[config.mk]
export PLATFORM = sky130hd
export DESIGN_NAME = scan_cfg_loader
export DESIGN_NICKNAME = d
export VERILOG_FILES = /design/src/rtl/scan_cfg_pkg.sv /design/src/rtl/scan_crc16.sv /design/src/rtl/scan_cfg_loader.sv
export SDC_FILE = /design/constraint.sdc
export NUM_CORES = 1
export LEC_CHECK = 0
export CAP_MARGIN = 5
export CORE_MARGIN = 2
export CORE_UTILIZATION = 45
export DETAILED_ROUTE_END_ITERATION = 10
export DONT_BUFFER_PORTS = 1
export HOLD_SLACK_MARGIN = 0.03
export PLACE_DENSITY_LB_ADDON = 0.15
export SLEW_MARGIN = 40
export SYNTH_ARGS = -nofsm -noshare
export SYNTH_HDL_FRONTEND = slang
export SYNTH_SLANG_ARGS = --single-unit
[constraint.sdc]
create_clock -name scan_clk -period 2.57 [get_ports scan_clk]
set_clock_uncertainty 0.2 [all_clocks]
set_input_delay 0.6425 -clock scan_clk [delete_from_list [all_inputs] [get_ports scan_clk]]
set_output_delay 0.6425 -clock scan_clk [all_outputs]
set_load 0.05 [all_outputs]
[src/rtl/scan_cfg_pkg.sv]
`default_nettype none
// ============================================================================
// Module      : scan_cfg_pkg
// Description : Shared definitions for the fabric configuration scan loader:
//               controller state encoding, CRC-16-CCITT constants and the
//               single-bit CRC update function used by the loader and its
//               serial CRC sub-block.
// Revision    : 1.0 - initial release
// ============================================================================
package scan_cfg_pkg;

    // Controller states, explicitly encoded on two bits.
    typedef enum logic [1:0] {
        ST_IDLE   = 2'd0,
        ST_LOAD   = 2'd1,
        ST_VERIFY = 2'd2,
        ST_DONE   = 2'd3
    } cfg_state_e;

    localparam logic [15:0] CRC_POLY = 16'h1021;
    localparam logic [15:0] CRC_INIT = 16'hFFFF;

    // One serial CRC-16-CCITT step: the incoming bit is combined with the
    // register MSB, and the polynomial is folded in when that feedback is 1.
    function automatic logic [15:0] crc16_step(input logic [15:0] crc,
                                               input logic        din);
        logic fb;
        fb = crc[15] ^ din;
        return {crc[14:0], 1'b0} ^ (fb ? CRC_POLY : 16'h0000);
    endfunction

endpackage : scan_cfg_pkg
`default_nettype wire

[src/rtl/scan_crc16.sv]
`default_nettype none
// ============================================================================
// Module      : scan_crc16
// Description : Serial CRC-16-CCITT accumulator. One bit is absorbed on each
//               clock where i_en is high; i_clear returns the register to the
//               CRC seed and takes priority over i_en.
// Ports       : clk      - clock
//               rst_n    - asynchronous active-low reset (register -> seed)
//               i_clear  - reload the seed value
//               i_en     - absorb i_bit this cycle
//               i_bit    - serial data bit
//               o_crc    - current CRC register value
// Revision    : 1.0 - initial release
// ============================================================================
module scan_crc16
    import scan_cfg_pkg::*;
(
    input  logic        clk,
    input  logic        rst_n,
    input  logic        i_clear,
    input  logic        i_en,
    input  logic        i_bit,
    output logic [15:0] o_crc
);

    logic [15:0] r_crc;

    always_ff @(posedge clk or negedge rst_n) begin
        if (!rst_n) begin
            r_crc <= CRC_INIT;
        end else if (i_clear) begin
            r_crc <= CRC_INIT;
        end else if (i_en) begin
            r_crc <= crc16_step(r_crc, i_bit);
        end
    end

    assign o_crc = r_crc;

endmodule : scan_crc16
`default_nettype wire

[src/rtl/scan_cfg_loader.sv]
`default_nettype none
// ============================================================================
// Module      : scan_cfg_loader
// Description : Chip-side driver for the fabric configuration scan chain.
//               Accepts configuration words over valid/ready, shifts them
//               LSB-first into the chain (scan_en only on cycles carrying a
//               real bit), then recirculates the chain once through itself
//               and compares the CRC of the returning bits with the CRC of
//               the loaded bits.
// Ports       : scan_clk  - single clock, shared with the fabric scan cells
//               rst_n     - asynchronous active-low reset
//               start     - one-cycle pulse, begins a load (IDLE only)
//               cfg_data  - configuration word, bit 0 shifted first
//               cfg_valid - cfg_data valid
//               cfg_ready - loader accepts cfg_data this cycle
//               scan_en   - chain shift enable (fabric conn_scan_en)
//               scan_out  - serial data to chain head (fabric conn_scan_in)
//               scan_in   - serial data from chain tail (fabric conn_scan_out)
//               busy      - high while loading or verifying
//               done      - one-cycle pulse when verification completes
//               pass      - result of the last verification (1 = CRCs match)
// Revision    : 1.0 - initial release
// ============================================================================
module scan_cfg_loader
    import scan_cfg_pkg::*;
#(
    parameter int CHAIN_LEN = 1024,
    parameter int WORD_W    = 32
) (
    input  logic              scan_clk,
    input  logic              rst_n,
    input  logic              start,
    input  logic [WORD_W-1:0] cfg_data,
    input  logic              cfg_valid,
    output logic              cfg_ready,
    output logic              scan_en,
    output logic              scan_out,
    input  logic              scan_in,
    output logic              busy,
    output logic              done,
    output logic              pass
);

    // ------------------------------------------------------------------------
    // Derived sizes. The last word only carries the bits that remain after
    // the full words; when the chain is shorter than a word this is simply
    // CHAIN_LEN bits of a single word.
    // ------------------------------------------------------------------------
    localparam int NWORDS = (CHAIN_LEN + WORD_W - 1) / WORD_W;
    localparam int TAIL   = CHAIN_LEN - WORD_W * (NWORDS - 1);
    localparam int CNT_W  = $clog2(CHAIN_LEN + 1);
    localparam int BL_W   = $clog2(WORD_W + 1);
    localparam int WA_W   = $clog2(NWORDS + 1);

    localparam logic [CNT_W-1:0] c_chain_len = CNT_W'(CHAIN_LEN);
    localparam logic [CNT_W-1:0] c_cnt_one   = CNT_W'(1);
    localparam logic [BL_W-1:0]  c_word_bits = BL_W'(WORD_W);
    localparam logic [BL_W-1:0]  c_tail_bits = BL_W'(TAIL);
    localparam logic [BL_W-1:0]  c_bl_one    = BL_W'(1);
    localparam logic [WA_W-1:0]  c_nwords    = WA_W'(NWORDS);
    localparam logic [WA_W-1:0]  c_last_word = WA_W'(NWORDS - 1);
    localparam logic [WA_W-1:0]  c_wa_one    = WA_W'(1);

    // ------------------------------------------------------------------------
    // Registers
    // ------------------------------------------------------------------------
    cfg_state_e        r_state;
    logic [WORD_W-1:0] r_shift;      // word being serialized, bit 0 is next out
    logic [BL_W-1:0]   r_bits_left;  // bits of r_shift still to be shifted
    logic [WA_W-1:0]   r_words_acc;  // words accepted in this load
    logic [CNT_W-1:0]  r_cnt;        // chain bits shifted in the current phase
    logic [15:0]       r_crc_load;   // CRC of the loaded bit stream
    logic              r_pass;

    // ------------------------------------------------------------------------
    // Combinational control
    // ------------------------------------------------------------------------
    logic             w_in_load;
    logic             w_in_verify;
    logic             w_cfg_ready;
    logic             w_hs;
    logic             w_shift;
    logic [CNT_W-1:0] w_cnt_inc;
    logic             w_load_last;
    logic             w_verify_last;
    logic             w_crc_bit;
    logic             w_crc_en;
    logic             w_crc_clear;
    logic [15:0]      w_crc;
    logic [15:0]      w_crc_next;

    assign w_in_load   = (r_state == ST_LOAD);
    assign w_in_verify = (r_state == ST_VERIFY);

    // Ready while words remain and the current word is on (or past) its last
    // bit, so a new word can be taken on the same edge the old one finishes
    // and a non-stalling source sees no bubbles.
    assign w_cfg_ready = w_in_load && (r_words_acc < c_nwords) &&
                         (r_bits_left <= c_bl_one);
    assign w_hs        = cfg_valid && w_cfg_ready;

    // A LOAD cycle carries a chain bit only when the shifter holds one.
    assign w_shift     = w_in_load && (r_bits_left != '0);

    assign w_cnt_inc     = r_cnt + c_cnt_one;
    assign w_load_last   = w_shift && (w_cnt_inc == c_chain_len);
    assign w_verify_last = w_in_verify && (w_cnt_inc == c_chain_len);

    // Load phase CRCs the outgoing bit; verify phase CRCs the chain tail.
    assign w_crc_bit   = w_in_verify ? scan_in : r_shift[0];
    assign w_crc_en    = w_shift || w_in_verify;
    assign w_crc_clear = ((r_state == ST_IDLE) && start) || w_load_last;

    // The final bit of each phase is absorbed on the same edge the phase
    // ends, so the comparison and the saved load CRC use the look-ahead value.
    assign w_crc_next  = crc16_step(w_crc, w_crc_bit);

    scan_crc16 u_crc (
        .clk     (scan_clk),
        .rst_n   (rst_n),
        .i_clear (w_crc_clear),
        .i_en    (w_crc_en),
        .i_bit   (w_crc_bit),
        .o_crc   (w_crc)
    );

    // ------------------------------------------------------------------------
    // Controller and datapath
    // ------------------------------------------------------------------------
    always_ff @(posedge scan_clk or negedge rst_n) begin
        if (!rst_n) begin
            r_state     <= ST_IDLE;
            r_shift     <= '0;
            r_bits_left <= '0;
            r_words_acc <= '0;
            r_cnt       <= '0;
            r_crc_load  <= '0;
            r_pass      <= 1'b0;
        end else begin
            case (r_state)
                ST_IDLE: begin
                    if (start) begin
                        r_bits_left <= '0;
                        r_words_acc <= '0;
                        r_cnt       <= '0;
                        r_pass      <= 1'b0;
                        r_state     <= ST_LOAD;
                    end
                end

                ST_LOAD: begin
                    // A handshake replaces the shifter outright; when it
                    // coincides with the last bit of the previous word, that
                    // bit is already on scan_out and is consumed this edge.
                    if (w_hs) begin
                        r_shift     <= cfg_data;
                        r_bits_left <= (r_words_acc == c_last_word) ?
                                       c_tail_bits : c_word_bits;
                        r_words_acc <= r_words_acc + c_wa_one;
                    end else if (w_shift) begin
                        r_shift     <= r_shift >> 1;
                        r_bits_left <= r_bits_left - c_bl_one;
                    end

                    if (w_shift) begin
                        r_cnt <= w_cnt_inc;
                    end

                    if (w_load_last) begin
                        r_crc_load <= w_crc_next;
                        r_cnt      <= '0;
                        r_state    <= ST_VERIFY;
                    end
                end

                ST_VERIFY: begin
                    r_cnt <= w_cnt_inc;
                    if (w_verify_last) begin
                        r_pass  <= (w_crc_next == r_crc_load);
                        r_cnt   <= '0;
                        r_state <= ST_DONE;
                    end
                end

                ST_DONE: begin
                    r_state <= ST_IDLE;
                end

                default: begin
                    r_state <= ST_IDLE;
                end
            endcase
        end
    end

    // ------------------------------------------------------------------------
    // Outputs. During LOAD the chain signals come straight from the shifter
    // and bit counter flops; during VERIFY the chain is closed on itself.
    // ------------------------------------------------------------------------
    assign cfg_ready = w_cfg_ready;
    assign scan_en   = w_shift || w_in_verify;
    assign scan_out  = w_in_verify ? scan_in : (w_shift & r_shift[0]);
    assign busy      = w_in_load || w_in_verify;
    assign done      = (r_state == ST_DONE);
    assign pass      = r_pass;

endmodule : scan_cfg_loader
`default_nettype wire

Word-level counts from Yosys, hierarchy flattened:

Cells that the tools add are included.
Widths: inputs -> output; s select.

* input port bits: 37
* bits in registers: 90
* output and inout port bits: 6
* logic and storage cells: 76

* add/subtract/negate cells: 3
* magnitude comparators: 2
* equal/unequal tests: 11
* bitwise operators: 3
* mux-type cells: 25
* reductions and logical operators: 24

Operators with widths (number)
* $mux 32: 2
* $mux 11: 4
* $pmux 11 s3: 1
* $mux 16: 2
* $mux 6: 4
* $pmux 6 s2: 2
* $eq 16x16->1: 1
* $xor 16x16->16: 1
* $reduce_and 3->1: 5
* $mux 13: 1
* $add 11x1->11 const B: 1
* $eq 11x11->1 const B: 1
* $pmux 2 s4: 1
* $reduce_bool 2->1: 4
* $logic_and 1x1->1: 7
* $add 6x1->6 const B: 1
* $le 6x1->1 const B: 1
* $lt 6x6->1 const B: 1
* $mux 2: 3
* $ne 2x1->1 const B: 3
* $ne 3x1->1 const B: 2
* $reduce_bool 6->1: 1
* $sub 6x1->6 const B: 1
* $eq 2x2->1 const B: 2
* other kinds (10): 16

Logic depth before layout (Yosys ltp):

* depth in word-level cells: 8
* depth in mapped cells: 9
* gate-level depth less buffers: 8

Modules after synthesis:

Synthesis repeated with hierarchy kept, for this count alone.

* cells, all modules: 455
* area, all modules: 4788.3 um2

By module, submodules not included
* scan_cfg_loader: sequential area each 1851.8 um2, cells an instance 399, area an instance 4047.6 um2, instances 1
* scan_crc16: sequential area each 420.4 um2, cells an instance 56, area an instance 740.7 um2, instances 1

Worst setup path before layout:

No wires, ideal clock.

* kind: reg2out
* from: reg r_bits_left[0]
* to: out scan_en
* cell stages (with the launch flop): 7
* path slack: -317 ps
* data required time: 1727 ps
* path buffers: 1
* arrival time: 2045 ps
* cells stage by stage: dfrtp_1 -> inv_1 -> ha_1 -> a21oi_1 -> nor2_1 -> inv_2 -> clkbuf_1

* word-level cells in the longest chain between the ends: 3

RTL lines
* start, declared: line scan_cfg_loader.sv:69 `logic [BL_W-1:0] r_bits_left;`
* start signal, assigned: line scan_cfg_loader.sv:157 `r_bits_left <= (r_words_acc == c_last_word) ?`
* start signal, assigned: line scan_cfg_loader.sv:162 `r_bits_left <= r_bits_left - c_bl_one;`
* $reduce_bool 6->1: line scan_cfg_loader.sv:103 `assign w_shift = w_in_load && (r_bits_left != '0);`
* $logic_and 1x1->1: line scan_cfg_loader.sv:103
* $logic_or 1x1->1: line scan_cfg_loader.sv:201 `assign scan_en = w_shift || w_in_verify;`
* end, declared: line scan_cfg_loader.sv:36 `output logic scan_en,`

Every way passes these cells.

Worst setup path after layout:

* from: reg r_cnt[1]
* to: reg r_state[1]

* word-level cells in the longest chain between the ends: 5
* elaborated cells on any way between the ends: 7
* those cells by class: add/sub: 1; eq/ne: 3; reduce/logical: 3

RTL lines
* start, declared: line scan_cfg_loader.sv:71 `logic [CNT_W-1:0] r_cnt;`
* start signal, assigned: line scan_cfg_loader.sv:166 `r_cnt <= w_cnt_inc;`
* start signal, assigned: line scan_cfg_loader.sv:177 `r_cnt <= w_cnt_inc;`
* $add 11x1->11 *: line scan_cfg_loader.sv:105 `assign w_cnt_inc = r_cnt + c_cnt_one;`
* $eq 11x11->1 *: line scan_cfg_loader.sv:106, scan_cfg_loader.sv:107
* $logic_and 1x1->1 (on tied branches): line scan_cfg_loader.sv:107, scan_cfg_loader.sv:106
* $ne 2x1->1 (no line)
* $reduce_and 3->1 (no line) *
* end signal, assigned: line scan_cfg_loader.sv:132 `r_state <= ST_IDLE;`
* end signal, assigned: line scan_cfg_loader.sv:147 `r_state <= ST_LOAD;`
* end signal, assigned: line scan_cfg_loader.sv:172 `r_state <= ST_VERIFY;`
* end, declared: line scan_cfg_loader.sv:67 `cfg_state_e r_state;`

Every way passes the cells marked *; elsewhere a longest branch is shown, timed or not.
A chain may end at the register's enable or synchronous reset.

==> impl_metrics.tcl <==
set metrics [dict create \
    status "finished with violations" \
    violations "negative hold slack, negative setup slack" \
    first_pass_grt_wire_length_um 18000 \
    crit_path_max_fanout 5 \
    die_w_um 106 \
    worst_setup_path_end_kind "flop" \
    period_share_pct 107 \
    hold_viol_final 90 \
    worstMarginPinSlew_ps 524 \
    most_repeated_cell_in_the_gate_level_netlist_after_synthesis "sky130_fd_sc_hd__nand2_1" \
    clk_transition_reported_paths_ps 100 \
    syn-instance-count 508 \
    postSynth.asyncResetShare_pct 100 \
    grt_remaining_overflow 0 \
    track_usage_pct 19.9 \
    critical_path_required_ps 2620 \
    cts.sink_count 90 \
    detailedRoute.firstPassIterationCount 4 \
    clk_path_buf_depth 2 \
    num-nets-final 608 \
    yosys_most_used_dff "sky130_fd_sc_hd__dfrtp_1" \
    power.net_switching_mw 3.31 \
    drt_first_iter_violations 170 \
    setup_viol_count_final 35 \
    synth_largest_type_area_fraction_pct 39.5 \
    fin_crit_ps 2750 \
    clock_tree.htree_level_count 3 \
    wire_per_inst_um 15.2 \
    internal_power_consumption_mw 4.31 \
    postPlaceCellArea_um2 5170 \
    first_global_vias 3818 \
    post_drt_via_cell_ratio 5.48 \
    irDropWorstVdd_mv 0.712 \
    floorplan.initialDensity_pct 45.8 \
    yosysWarningCount 0 \
    pin_count 43 \
    grt_antenna_before_repair 0 \
    power.share.switching_pct 43.4 \
    worst_ep_arrival_time_ps 2800 \
    mappedNetlistArea_um2 4690 \
    syn-num-nets 556 \
    seq_power_share_pct 33.3 \
    maxCapViolations 0 \
    std_cell_rows 37 \
    hold_ws_ps -234 \
    antenna_cells 0 \
    flow.area_growth_from_synthesis_pct 21.2 \
    synth-seq-area-share_pct 48.5 \
    post_route_cells_drive_above_1_share_pct 25.8 \
    max_slew_margin_pct 65.1 \
    ctsRootBufferMaster "sky130_fd_sc_hd__clkbuf_8" \
    yosysTopAreaCell "sky130_fd_sc_hd__dfrtp_1" \
    synth.distinct_cells 59 \
    power.share.clock_pct 12.3 \
    synth_area_leaders "sky130_fd_sc_hd__dfrtp_1, sky130_fd_sc_hd__dfstp_2, sky130_fd_sc_hd__nand2_1" \
    drc_violation_count_after_routing 0 \
    dp.final_hpwl_um 6770 \
    tritoncts "done" \
    post_synthesis_area_per_instance_um2 9.23 \
    number_of_enable_type_register_cells_in_the_synthesized_netlist 0 \
    final_critical_path_setup_slack_ps -177 \
    via_count 3841 \
    core_region_area_um2 10200 \
    max_freq_mhz 364 \
    startpoint_type "flop" \
    timing_worst_setup_path_type "reg -> reg" \
    grt_setup_unrepaired "true" \
    place.gp.congestion 0.827 \
    leakage_power_nw 2.43 \
    route.antenna.remaining_nets 0 \
    power-per-cell-area_nw_per_um2 1340 \
    drt-total-wl_um 10600 \
    yosys_register_bits 90 \
    die_h_um 106 \
    final_cell_area_um2 5680 \
    clk_latency_ps 360 \
    synthTopCellsByCount "sky130_fd_sc_hd__nand2_1, sky130_fd_sc_hd__dfrtp_1, sky130_fd_sc_hd__nor2_1" \
    io_buffer_count 0 \
    grt_max_degree 91 \
    pre_cts_ws_ps -146 \
    comb_power_share_pct 54.3 \
    tns_ps -3130 \
    slew_viol_final 0 \
    die-area_um2 11300 \
    hold_path.class "in -> async" \
    cts_buffers 9 \
]
-- cell type report --
class | count | area (um^2)
Inverter | 11 | 47.5
Clock buffer | 9 | 124
Fill cell | 910 | 4550
Timing Repair Buffer | 70 | 621
Sequential cell | 90 | 2280
Tap cell | 136 | 170
Multi-Input combinational cell | 378 | 2380
Clock inverter | 7 | 65.1
-- routing by layer --
metal	vias to the layer above	share of wire, %	track usage (%)	wire [um]
li1	1882	-	-	-
met1	1870	45	25.9	4790
met2	75	49	32.8	5180
met3	14	4.5	4.54	480
met4	0	1.7	6.77	178
met5	-	0	0	0
-- registers in the layout (all words and copies together) (netlist names) --
register     cells
r_shift         32
r_crc_load      16
u_crc.o_crc     16
r_cnt           11
r_bits_left      6
r_words_acc      6
r_state          2
pass             1
-- per-stage QoR --
step | util (%) | power [mW] | instances
after CTS | 53.8 | 7.39 | 684
after detailed placement | 50.6 | 6.28 | 662
after global routing | 55.6 | 8.24 | 701
final | 55.6 | 7.62 | 701
after floorplan | - | 5.11 | 508
after global placement | 50.6 | 6.19 | 662
-- placed cells by master, fill, tap and decap left out, types with 3 or more instances in the layout --
| cell | netlist | layout |
|---|---|---|
| sky130_fd_sc_hd__nand2_1 | 91 | 89 |
| sky130_fd_sc_hd__dfrtp_1 | 74 | 71 |
| sky130_fd_sc_hd__nor2_1 | 65 | 63 |
| sky130_fd_sc_hd__buf_4 | 1 | 62 |
| sky130_fd_sc_hd__a31oi_1 | 33 | 33 |
| sky130_fd_sc_hd__nor3_1 | 21 | 21 |
| sky130_fd_sc_hd__o21ai_0 | 26 | 18 |
| sky130_fd_sc_hd__xnor2_1 | 19 | 18 |
| sky130_fd_sc_hd__dfstp_2 | 16 | 16 |
| sky130_fd_sc_hd__o21ai_1 | 7 | 15 |
| sky130_fd_sc_hd__nand4_1 | 9 | 9 |
| sky130_fd_sc_hd__clkbuf_8 | 0 | 9 |
| sky130_fd_sc_hd__xor2_1 | 8 | 8 |
| sky130_fd_sc_hd__mux2_4 | 0 | 8 |
| sky130_fd_sc_hd__inv_1 | 10 | 7 |
| sky130_fd_sc_hd__a21oi_1 | 7 | 6 |
| sky130_fd_sc_hd__nand3_1 | 7 | 6 |
| sky130_fd_sc_hd__mux2_1 | 10 | 6 |
| sky130_fd_sc_hd__ha_1 | 11 | 5 |
| sky130_fd_sc_hd__mux2i_1 | 4 | 4 |
| sky130_fd_sc_hd__or3_1 | 4 | 4 |
| sky130_fd_sc_hd__ha_2 | 0 | 4 |
| sky130_fd_sc_hd__buf_12 | 0 | 4 |
| sky130_fd_sc_hd__nor2b_1 | 3 | 3 |
| sky130_fd_sc_hd__o22ai_1 | 3 | 3 |
| sky130_fd_sc_hd__o2111ai_1 | 3 | 3 |
| sky130_fd_sc_hd__inv_6 | 0 | 3 |
| sky130_fd_sc_hd__dfrtp_2 | 0 | 3 |
-- power by group through the flow --
stage	Clock (mW)	Sequential (mW)	Combinational [mW]
after floorplan	0	2.46	2.66
after global placement	0	2.54	3.65
after detailed placement	0	2.56	3.73
after CTS	0.968	2.54	3.89
after global routing	1.03	2.61	4.59
final	0.939	2.54	4.14
-- worst paths after layout --
kind / from / endpoint / slack [ps] / cells past startpoint
worst max-delay path: r_cnt[1]$_DFFE_PN0P_ / r_state[1]$_DFFE_PN0P_ / -180 / 7
worst min register to register: r_crc_load[14]$_DFFE_PN0P_ / r_crc_load[14]$_DFFE_PN0P_ / 320 / 1
worst min-delay path: rst_n / r_cnt[8]$_DFFE_PN0P_ / -230 / 0
worst max register to register: r_cnt[1]$_DFFE_PN0P_ / r_state[1]$_DFFE_PN0P_ / -180 / 7
max in group asynchronous: rst_n / u_crc.o_crc[0]$_DFFE_PN1P_ / 2150 / 0
min in group scan_clk: cfg_data[31] / r_shift[31]$_DFFE_PN0P_ / 220 / 2
-- what timing repair did --
item / in CTS / in global routing
cloned: 1 / 1
buffers inserted: 5 / 16
endpoints found under the hold margin: 90 / 90
setup endpoints to repair: 37 / 47
resized for setup: 22 / 16
pin swaps: 4 / 8
-- cells by family (layout without fill, tap and decap cells) --
family	Yosys count	in the layout	synth area share (%)
xor+xnor	27	27	5.04
buf+inv	40	97	3.58
simple gates	217	217	21.0
flops	90	90	48.5
fa+ha+maj	11	11	2.94
mux	19	19	4.46
compound gates	104	104	14.5
-- worst max-delay path, stage by stage, from the launching register on --
cell                      delay, ps
sky130_fd_sc_hd__dfrtp_2        410
sky130_fd_sc_hd__ha_4           160
sky130_fd_sc_hd__nand4_1        100
sky130_fd_sc_hd__or4b_1         500
sky130_fd_sc_hd__a22o_4         280
sky130_fd_sc_hd__o41a_4         510
sky130_fd_sc_hd__nor3_4         160
sky130_fd_sc_hd__mux2_4         320
Note: power is estimated with default switching activity, not from simulation.
==> patch 1: new RTL, config.mk and constraints unchanged <==
Reset style: synchronous (`rst_n`), changed in 2 clocked blocks. Comments in the files are not updated.
--- a/src/rtl/scan_crc16.sv
+++ b/src/rtl/scan_crc16.sv
@@ -26,5 +26,5 @@
     logic [15:0] r_crc;
 
-    always_ff @(posedge clk or negedge rst_n) begin
+    always_ff @(posedge clk) begin
         if (!rst_n) begin
             r_crc <= CRC_INIT;
--- a/src/rtl/scan_cfg_loader.sv
+++ b/src/rtl/scan_cfg_loader.sv
@@ -128,5 +128,5 @@
     // Controller and datapath
     // ------------------------------------------------------------------------
-    always_ff @(posedge scan_clk or negedge rst_n) begin
+    always_ff @(posedge scan_clk) begin
         if (!rst_n) begin
             r_state     <= ST_IDLE;
Function: differs if rst_n is asserted again (counterexample within 4 cycles, from zero or initial values and one cycle with rst_n low); with rst_n held inactive, the same outputs for 10 cycles.
==> patch 1 against the original RTL <==
  * Die area fell by 1.6%
  * Clock power grew 6%
  * Routed wire length decreased by 12%
  * Global-route usage down 2.3 points
  * Total power is 26% lower
  * Synthesized area down 1.7%
  * Final area is 10% lower
  * Critical path depth down 3
  * First-iteration DRC count fell by 5.3%
  * Worst setup slack better by 0.24 ns
  * Sequential cell count is the same
==> patch 1: results (changes against the original RTL) <==
| Metric | Value |
|---|---|
| 1st-iter DRT viols | `161 (-5.3%)` |
| Via-to-Cell Ratio | `5.39 (-1.5%)` |
| Gp weighted congestion | `0.827 (about the same)` |
| Worst-case reg-to-reg path depth | `8 (+1)` |
| Synth top area cells | `dfxtp_1 39%, mux2i_1 10%, o211a_1 6.9%, nand2_1 6.6%, xnor2_1 3.4%` |
| First-pass GRT wire length | `16100 um (-11%)` |
| Placed cell count | `613 (-7.4%)` |
| Met2 Use GR | `27.4% (-5.3 points)` |
| Main flop type after synthesis | `dfxtp_1` |
| Detailed Route WL | `9300 um (-12%)` |
| Internal cell power | `3.30 mW (-24%)` |
| Hpwl dp | `6140 um (-9.3%)` |
| Clock latency at the later pin of the worst-skew pair | `0.36 ns (about the same)` |
| Cells after Synth | `493 (-3.0%)` |
| Routing usage on met3 | `6.00% (+1.5 points)` |
| # diodes | `0 (unchanged)` |
| Drt first pass iters | `5 (+1)` |
| Fin nets | `542 (-11%)` |
| Placed cell area | `0.00482 mm2 (-6.9%)` |
| Met1 usage in global routing | `23.1% (-2.9 points)` |
| Leak pwr | `2.40 nW (-1.4%)` |
| HP Class | `in2reg` |
| Status | `finished, final reports clean` |
| Sequential area share after synthesis | `39.1% (-9.4 points)` |
| All-Layer GR Usage | `17.6% (-2.3 points)` |
| Share of cells above drive strength 1 | `15.4% (-10 points)` |
| Slew Limit Headroom | `61.6% (-3.5 points)` |
| Vias | `3415 (-11%)` |
| Port bufs | `0 (unchanged)` |
| Worst-case vdd ir drop | `0.000453 V (-36%)` |
| # fillers | `926 (+1.8%)` |
| Largest net degree at the start of global routing | `74 (-19%)` |
| Clk pin slew, worst setup/hold paths | `0.10 ns (about the same)` |
| Synth async-reset ratio | `0% (-100 points)` |
| Synth cell count leaders | `90 x dfxtp_1, 81 x nand2_1, 48 x mux2i_1` |
-- patch 1: per-stage QoR --
stage               utilization, %  setup slack [ns]  power [mW]
detailed placement            48.8             0.110        4.52
CTS                           51.3           0.00252        5.62
global placement              48.8             0.193        4.48
finish                        51.8            0.0620        5.61
global route                  51.8           -0.0135        6.07
floorplan                        -             0.144        3.94
-- patch 1: final cells by class --
cell class | count | share of cell area [%]
clock buffers | 10 | 2.50
clock inverters | 6 | 1.42
inverters | 9 | 0.711
multi-input cells | 360 | 51.8
flip-flops and latches | 90 | 35.6
well taps | 133 | 3.26
repair buffers | 25 | 4.73
-- patch 1: cells by family after synthesis --
family | share of synthesized area, %
buffers and inverters | 4.67
and+or+nand+nor | 21.1
muxes | 10.4
xor gates and xnor gates | 4.94
DFF | 39.1
AOI/OAI and AO/OA | 17.0
adders and majority gates | 2.71
-- patch 1: what timing repair did --
item	CTS	global route
setup endpoints to repair	3	22
gates resized for setup	8	10
buffers inserted	1	3
pin swaps	0	4
hold endpoints to repair	0	0
-- patch 1: worst paths after layout --
kind	from	to	slack [ns]
setup / recovery	r_bits_left[3]$_SDFFE_PN0P_	scan_out	0.06
hold / removal	rst_n	r_crc_load[9]$_SDFFE_PN0P_	0.21
setup reg to reg	r_cnt[3]$_SDFFE_PN0P_	r_state[0]$_SDFFE_PN0P_	0.12
hold reg to reg	r_words_acc[5]$_SDFFE_PN0P_	r_words_acc[5]$_SDFFE_PN0P_	0.27
-- patch 1: metal layers --
metal,part of all wire (%),vias to the layer above
li1,-,1753
met4,1.2,0
met3,6.6,10
met1,46,1589
met5,0,-
met2,46,63
-- patch 1: critical path, cell delays in order, from the launching register on --
cell and delay [ns]:
dfxtp_4 0.37, or3_4 0.41, o31ai_4 0.27, o21ai_2 0.10, buf_12 0.15
-- patch 1: power by group through the flow --
stage | logic (mW) | clock network, mW | registers (mW)
2_1_floorplan | 2.01 | 0 | 1.93
3_3_place_gp | 2.50 | 0 | 1.98
3_5_place_dp | 2.53 | 0 | 1.99
4_1_cts | 2.62 | 1.04 | 1.96
5_1_grt | 2.95 | 1.10 | 2.02
6_report | 2.63 | 1.00 | 1.97
==> patch 2: new RTL, same flow settings <==
Without the edit above. Set the parameter `CHAIN_LEN` to 4096 (it was 1024).
--- a/src/rtl/scan_cfg_loader.sv
+++ b/src/rtl/scan_cfg_loader.sv
@@ -25,5 +25,5 @@
     import scan_cfg_pkg::*;
 #(
-    parameter int CHAIN_LEN = 1024,
+    parameter int CHAIN_LEN = 4096,
     parameter int WORD_W    = 32
 ) (
Check against the original RTL: no difference found for any inputs over 10 cycles, from zero or initial values and one cycle with rst_n low; that may be too few to reach the edited logic, so the function may still have changed.
==> patch 2 against the original RTL <==
  * The run still ends with hold timing, setup timing left
  * Routed wire length grew 9.1%
  * Cell count is 4.7% higher
  * Synthesized area up 4.2%
  * Die area increased by 4.0%
  * Final area rose by 8.1%
  * Maximum frequency up 4.9%
  * Total power shrank 8.1%
  * Sequential cell count rose by 4
  * Combinational power shrank 11%
  * Hold slack lost 0.0052 ns
  * Worst setup slack gained 0.13 ns
  * Critical endpoint is now scan_out
  * Largest cell class unchanged
  * Largest power group unchanged
  * Highest routed layer unchanged
==> patch 2: results (changes against the original RTL) <==
| Metric | Value |
|---|---|
| CP startpoint | `r_bits_left[3]$_DFFE_PN0P_` |
| Final setup margin | `-0.0487 ns (+0.128 ns)` |
| Worst-case reg-to-reg path depth | `12 (+5)` |
| Placed cell area | `0.00535 mm2 (+3.4%)` |
| Slew Limit Headroom | `62.7% (-2.4 points)` |
| Placed cell count | `695 (+5.0%)` |
| # fillers | `928 (+2.0%)` |
| Register share of the cell area | `38.7% (-1.4 points)` |
| Sequential area share after synthesis | `48.6% (+0.11 points)` |
| Gp weighted congestion | `0.853 (+3.2%)` |
| Violated checks | `hold timing, setup timing` |
| WL met3 | `490 um (+2.1%)` |
| Detailed Route WL | `11600 um (+9.1%)` |
| Hold Slack | `-0.239 ns (-0.00515 ns)` |
| DIE WIDTH | `108 um (+2.0%)` |
| Status | `complete, but fails checks` |
| Xor-xnor portion of the synthesized cell area | `5.20% (+0.16 points)` |
| Clock buffer cells | `11 (+2)` |
| Synth Area in Adders | `2.56% (-0.37 points)` |
| Synth cell count leaders | `92 x nand2_1, 78 x dfrtp_1, 70 x nor2_1` |
| Multi-input combinational area share | `43.7% (+1.8 points)` |
| Non-CTS buffers | `69 (-1.4%)` |
| Met1 usage in global routing | `27.3% (+1.3 points)` |
| M1 WL | `5300 um (+11%)` |
| Setup TNS | `-0.110 ns (+3.02 ns)` |
| Fin nets | `636 (+4.6%)` |
| 1st-iter DRT viols | `295 (+74%)` |
| Leak pwr | `2.61 nW (+7.2%)` |
| Met2 Use GR | `30.7% (-2.1 points)` |
| Hold Violations, Final | `94 (+4.4%)` |
| FF+latch count, synth | `94 (+4.4%)` |
| Largest net degree at the start of global routing | `95 (+4.4%)` |
| Final setup vio count | `4 (-89%)` |
## patch 2: cell types whose count changed after synthesis, moves of 4 or more
| cell | unedited run | this run |
|---|---|---|
| o22ai_1 | 3 | 12 |
| o21ai_1 | 7 | 2 |
| mux2_2 | 5 | 14 |
| dfrtp_1 | 74 | 78 |
| mux2_1 | 10 | 0 |
| nor2_1 | 65 | 70 |
| inv_1 | 10 | 17 |
| a21oi_1 | 7 | 14 |
## patch 2: path summary, 6_finish.rpt
check                           slack (ns)                          to
worst min register to register        0.31     r_shift[31]$_DFFE_PN0P_
worst max register to register       -0.05        r_cnt[5]$_DFFE_PN0P_
worst max-delay path                 -0.05                    scan_out
min in group scan_clk                 0.20     r_shift[31]$_DFFE_PN0P_
max in group asynchronous             2.16  u_crc.o_crc[8]$_DFFE_PN1P_
worst min-delay path                 -0.24        r_cnt[7]$_DFFE_PN0P_
## patch 2: critical path, cell delays in order, from the launching register on
cell and delay [ns]:
dfrtp_2 0.43, nor4_4 0.36, a21oi_4 0.12, buf_6 0.13
a22o_4 0.22, buf_12 0.15
## patch 2: per-stage QoR
stage	worst slack, ns	power [mW]	hold WS [ns]	util [%]
finish	-0.0487	7.00	-0.239	57.4
CTS	-0.0556	6.70	-0.254	53.5
global route	-0.168	7.54	-0.269	57.4
detailed placement	-0.125	5.49	0.151	50.0
global placement	-0.0858	5.42	0.150	50.0
floorplan	0.00797	4.46	0.147	-
## patch 2: logic make-up (layout without fill, tap and decap cells)
logic type	after synthesis	count (layout)
xor+xnor	29	29
compound gates	107	107
simple gates	232	232
fa+ha+maj	10	10
mux	19	19
buf+inv	45	103
flops	94	94
## patch 2: power breakdown
part	internal, mW	switching (mW)
Clock	0.479	0.539
Combinational	1.61	2.06
Sequential	2.00	0.315
Total	4.09	2.91
